[config.mk]
export PLATFORM = sky130hd
export DESIGN_NAME = instr_mem_responder
export DESIGN_NICKNAME = d
export VERILOG_FILES = /design/src/rtl/instr_mem_responder.sv
export SDC_FILE = /design/constraint.sdc
export NUM_CORES = 2
export LEC_CHECK = 0
export ABC_AREA = 1
export BUFFER_PORTS_ARGS = -buffer_cell sky130_fd_sc_hd__buf_4
export CORE_MARGIN = 3
export CORE_UTILIZATION = 25
export DETAILED_ROUTE_END_ITERATION = 8
export SYNTH_ARGS = -nofsm -noshare
export SYNTH_HDL_FRONTEND = slang
export SYNTH_SLANG_ARGS = --single-unit
[constraint.sdc]
create_clock -name clk -period 3.59 [get_ports clk]
set_input_delay 0.359 -clock clk [delete_from_list [all_inputs] [get_ports clk]]
set_output_delay 0.359 -clock clk [all_outputs]
set_load 0.02 [all_outputs]
[src/rtl/instr_mem_responder.sv]
// instr_mem_responder: fixed-latency instruction memory with a program-load write port.
// Define IMEM_ALIGN_CHECK_EN to also fault fetches whose byte address is not word aligned.
`ifndef WORD
`define WORD 32
`endif
`ifndef INSTR_LEN
`define INSTR_LEN 32
`endif
module instr_mem_responder #(
  parameter int DEPTH = 64,
  parameter int LATENCY = 2
) (
  input  logic                  clk,
  input  logic                  reset,
  input  logic                  req_valid,
  input  logic [`WORD-1:0]      req_addr,
  output logic                  req_ready,
  output logic                  resp_valid,
  output logic [`INSTR_LEN-1:0] instruction,
  output logic                  fault,
  input  logic                  ld_en,
  input  logic [`WORD-1:0]      ld_addr,
  input  logic [`INSTR_LEN-1:0] ld_data
);
  localparam int AW = $clog2(DEPTH);
  typedef enum logic [1:0] {IDLE, WAIT, RESP} state_t;
  state_t state, state_nxt;
  logic [3:0] cnt;
  logic [`INSTR_LEN-1:0] mem [DEPTH];
  logic [`INSTR_LEN-1:0] cap_data, rd_data;
  logic cap_fault, req_fault, req_oob, ld_oob, accept, unused_lo;
  assign req_oob = |req_addr[`WORD-1:AW+2];
  assign ld_oob = |ld_addr[`WORD-1:AW+2];
`ifdef IMEM_ALIGN_CHECK_EN
  assign req_fault = req_oob | (|req_addr[1:0]);
`else
  assign req_fault = req_oob;
`endif
  assign unused_lo = ^{req_addr[1:0], ld_addr[1:0]};
  assign rd_data = req_fault ? '0 : mem[req_addr[AW+1:2]];
  assign req_ready = state == IDLE && !reset;
  assign resp_valid = state == RESP && !reset;
  assign accept = req_valid && req_ready;
  always_comb begin
    state_nxt = state;
    state_nxt = state == IDLE ? (accept ? (LATENCY == 1 ? RESP : WAIT) : IDLE) :
                state == WAIT ? (cnt <= 4'd1 ? RESP : WAIT) : IDLE;
  end
  // Outputs only move on RESP entry; with LATENCY=1 that is the accepting edge itself.
  always_ff @(posedge clk) begin
    if (reset) begin
      state <= IDLE;
      cnt <= '0;
      instruction <= '0;
      fault <= 1'b0;
      cap_data <= '0;
      cap_fault <= 1'b0;
    end else begin
      state <= state_nxt;
      if (accept) begin
        cnt <= 4'(LATENCY - 1);
        cap_data <= rd_data;
        cap_fault <= req_fault;
      end else if (state == WAIT) begin
        cnt <= cnt - 4'd1;
      end
      if (state_nxt == RESP) begin
        instruction <= state == IDLE ? rd_data : cap_data;
        fault <= state == IDLE ? req_fault : cap_fault;
      end
    end
  end
  // Storage survives reset and accepts loads in every state.
  always_ff @(posedge clk)
    if (ld_en && !ld_oob) mem[ld_addr[AW+1:2]] <= ld_data;
endmodule
# == After elaboration in Yosys (flattened, before gate mapping) ==
# Memories as Yosys holds them, arrays and structs flattened.
# Index checks and enable logic that the tools add are counted.
# totals
ramBits,2048
mem_bits_ro,0
word_cells,35
latchBits,0
inputBits,100
output_inout_bits,35
ff_bits,72
memories,1
# classes
reduce_logical,11
n_eq_ne,3
div_mod_pow,0
order_cmp,1
mul,0
bitwise,0
n_mux,11
n_addsub,1
n_shift,0
# memory_table
memory,words,word_bits,read_ports,rd_ports_with_merged_regs,wr,line,source
mem,64,32,1,0,1,29,logic [`INSTR_LEN-1:0] mem [DEPTH];
# op_table
cell,count
$mux W32,2
$reduce_or A24 Y1,2
$mux W1,6
$mux W2,3
$eq A2 B2 Y1 const B,2
$le A4 B1 Y1 const B,1
$logic_and A1 B1 Y1,4
$sub A4 B1 Y4 const B,1
$eq A2 B1 Y1 const B,1
$logic_not A1 Y1,2
$logic_not A2 Y1,1
$reduce_bool A2 Y1,1
$reduce_or A2 Y1,1

# == Logic depth before layout (Yosys ltp) ==
# depth
depth_word,6
depth_mapped,14
ltp_nobuf,11

# == Least setup slack after synthesis ==
# No wires, ideal clock.
# synth_path
path_kind,input -> register
from,input port ld_addr[23]
to,memory mem[11][0] in the netlist's numbering (enable)
required_ns,3.169
t_arrival_ns,2.690
setup_slack_ns,0.479
setup_ns,0.421
cell_stages,5
n_path_buf,0
path_cell_list,nor4_1 -> nand4_1 -> nor3b_2 -> nand3_1 -> nor2_1
# synth_between
elab_chain_len,5
# synth_lines
item,line,source
start: declaration,22,"input logic [`WORD-1:0] ld_addr,"
$reduce_or A24 Y1,33,assign ld_oob = |ld_addr[`WORD-1:AW+2];
$logic_not A1 Y1,75,if (ld_en && !ld_oob) mem[ld_addr[AW+1:2]] <= ld_data;
$logic_and A1 B1 Y1,75,
$mux W1,75,
$mux W1 (not written as such),75,
end: declaration,29,
# No other way between the ends.

# == Worst setup path in the final report ==
# layout_path
from,input port req_addr[2]
to,register cap_data[9]
# layout_between
elab_chain_len,2
# layout_lines
item,line,source
start: declaration,16,"input logic [`WORD-1:0] req_addr,"
$mem_v2 Z64 W32,n/a,
$mux W32,40,assign rd_data = req_fault ? '0 : mem[req_addr[AW+1:2]];
end signal: assignment,62,cap_data <= rd_data;
end: declaration,30,"logic [`INSTR_LEN-1:0] cap_data, rd_data;"
# No other way between the ends.
# A chain may end at the register's enable or synchronous reset.

==> flow_metrics.py <==
metrics = {
    "status": {
        "status": "completed",
    },
    "grt": {
        "grt_pass1_wl_um": 358000,
        "track_usage": 0.138,
        "grtUsageMet1": 0.177,
        "met2_usage": 0.229,
        "grtUsageMet3": 0.0207,
        "top_usage_layer": "met2",
        "grt_antenna_before_repair": 24,
        "gr-total-overflow": 0,
        "grt_max_degree": 125,
        "grt_pass1_vias": 53400,
    },
    "sta": {
        "post-route-min-period_ps": 2180,
        "rsz0062_at_grt": "no",
        "setup_viol_count_final": 0,
        "max_freq_mhz": 458,
        "final_hold_viol_count": 0,
        "setup_ws_ps": 1410,
        "slew_violations": 0,
        "worstMarginPinSlew_ps": 1000,
        "fin_skew_ps": 40.4,
        "slew_headroom": 0.330,
        "finalSetupTns_ps": 0,
        "fin_crit_sh": 0.609,
    },
    "synthesis": {
        "syn_nets": 7122,
        "synth_cell_type_count": 27,
        "avgSynthCellArea_um2": 12.1,
        "syn_area_um2": 84700,
        "ys_seq_area_frac": 0.743,
        "yosysWarnings": 0,
        "synth-seq-cells": 2120,
        "syn-instance-count": 7020,
    },
    "worst_setup_path": {
        "startpoint_type": "primary input",
        "r2r_end": "cap_data[15]",
        "cp-end-kind": "flop",
        "required_ps": 4360,
        "r2r-start": "mem[63][15]",
        "crit_fanout": 123,
        "slowest_delay_ps": 400,
        "cp_slowest_cell": "inv_16",
        "path_class": "in2reg",
        "ff2ff_setup_slack_ps": 1570,
        "path_cells": "buf_8 -> inv_16 -> buf_4 -> buf_4 -> buf_4 -> nand2_1 -> nand3_1 -> nand3_1 -> nand3_1 -> nand3_1 -> nand3_1 -> nand4_1 -> nand2_1",
        "crit_end": "cap_data[9]",
        "crit_top_cell": "nand3_1",
        "cp.arrival_ps": 2960,
        "crit_start": "req_addr[2]",
        "rr_worst_depth": 8,
    },
    "floorplan": {
        "die_h_um": 588,
        "die_area_um2": 346000,
        "coreArea_um2": 337000,
        "die_w_um": 588,
        "ios": 135,
        "start_util": 0.251,
        "rows": 213,
    },
    "clock_tree": {
        "htree_num_levels": 4,
        "cts_tree": "built",
        "cts_buffers": 209,
        "clockRootBuffer": "clkbuf_16",
        "cts_num_sinks": 2120,
        "path_clk_slew_ps": 60,
        "clock_tree.buffer_depth": 3,
        "post_cts_buffers": 0,
        "clk_latency_ps": 840,
    },
    "detailed_routing": {
        "route.vias.total": 55700,
        "routed_wirelength_um": 245000,
        "first_pass_iters": 6,
        "drc": 0,
        "drt_iter0_markers": 6311,
        "vias_per_cell": 4.71,
        "ant_nets": 0,
        "wire_per_inst_um": 20.8,
    },
    "pwr": {
        "leakage_nw": 33.7,
        "max-vdd-ir-drop_v": 0.000451,
        "power.total_mw": 51.6,
        "power.density_nw_per_um2": 520,
    },
    "placed_design": {
        "hpwl_um": 133000,
        "globalplace.congestion": 0.811,
        "place_ws_ps": 600,
        "port-buffer-count": 130,
    },
    "flow_run": {
        "max_cap_violations": 0,
    },
    "hold_path": {
        "hp-class": "in2reg",
    },
    "layout": {
        "drive_gt1_frac": 0.0976,
        "layout.nets": 7224,
        "area.growth.synth_to_final_pct": 17.1,
    },
}
## sequential cells by signal, summed over array words and instances (netlist names)
register	cells
cap_data	32
cap_fault	1
cnt	4
fault	1
instruction	32
mem	2048
state	2
## cell type report
| type | instances | area [um^2] |
|---|---|---|
| diodes | 7 | 17.5 |
| repair buffers | 355 | 4060 |
| inverters | 21 | 115 |
| clock buffers | 264 | 5560 |
| clock inverters | 120 | 1090 |
| well taps | 4515 | 5650 |
| flip-flops and latches | 2120 | 62900 |
| multi-input cells | 4415 | 19700 |
| fillers | 33800 | 238000 |
## layer usage
metal  wire [um]  vias up
met5          66        -
met4       11100       10
met3       18400      438
met2      118000     2362
met1       97500    27600
li1            -    25200
## kinds of logic (layout without fill, tap and decap cells)
logic type	after synthesis	count (layout)	synth area share
and+or+nand+nor	4373	4373	0.224
DFF	2120	2120	0.743
buffers and inverters	485	760	0.0299
AOI/OAI and AO/OA	38	38	0.00226
adders and majority gates	2	2	0.000295
xor gates and xnor gates	2	2	0.000207
other	0	7	0
## worst min path at each step
stage | startpoint | to | slack [ps] | cells after the start
5_1_grt | req_addr[10] | cap_fault | 80 | 5
3_5_place_dp | cap_data[3] | cap_data[3] | 450 | 2
4_1_cts | req_addr[13] | cap_data[12] | 3 | 6
6_report | req_addr[13] | cap_fault | 40 | 5
2_1_floorplan | cap_data[12] | cap_data[12] | 430 | 2
3_3_place_gp | cap_data[20] | cap_data[20] | 450 | 2
## cell usage after synthesis, drive strengths merged
cell,number,area [um^2]
nand4,33,206
inv,19,73.8
nor3,3,20.0
xor2,1,8.76
a31oi,1,6.26
nor3b,1,12.5
nor2,76,288
edfxtp,2048,61500
nand3,1945,9730
o21ai,4,20.0
xnor2,1,8.76
nand2,2304,8650
clkbuf,90,338
clkinv,2,7.51
nor4,11,68.8
dfxtp,72,1440
buf,374,2110
ha,2,25.0
a21oi,33,165
## stage by stage
stage / hold WS [ps] / std cells / cell area, um^2 / util
after floorplan: 426 / 7020 / 84700 / -
after global placement: 449 / 11400 / 92400 / 0.274
after detailed placement: 447 / 11400 / 92400 / 0.274
after CTS: 3.20 / 11800 / 99100 / 0.294
after global routing: 79.6 / 11800 / 99100 / 0.294
final: 43.3 / 11800 / 99100 / 0.294
## layout by cell type (no fill, tap or decap), types with 7 or more instances in the layout
cell        synthesis  final
nand4_1            33     33
clkinv_1            2     55
inv_1              16     14
clkbuf_8            0      8
nand2_1          2304   2304
a21oi_1            33     33
nor2_4              0     65
buf_12              0    109
nor2_1             75      9
nand3_1          1945   1945
buf_4              35    239
clkinv_2            0     30
inv_6               0      8
nor4_1             11     11
edfxtp_1         2048   2048
dfxtp_1            72     72
clkinvlp_4          0      7
diode_2             0      7
clkbuf_1           90     45
bufinv_16           0     17
clkbuf_16           0    211
## timing repair
item,in CTS,in global routing
hold buffers,3,0
gates resized for setup,0,0
hold endpoints to repair,37,0
## where the power goes
group          leakage [nW]  switching [mW]  internal, mW  total [mW]
Combinational          11.5            2.32         0.784        3.10
Sequential             19.0         0.00928          27.1        27.1
Clock                  3.23            9.22          12.1        21.4
Total                  33.7            11.6          40.0        51.6
## worst max-delay path, delay by kind of cell
kind                   cells  cell delay (ps)
AND/OR/NAND/NOR            8              980
buffers and inverters      5             1540
Power figures use the tool's default switching activity.
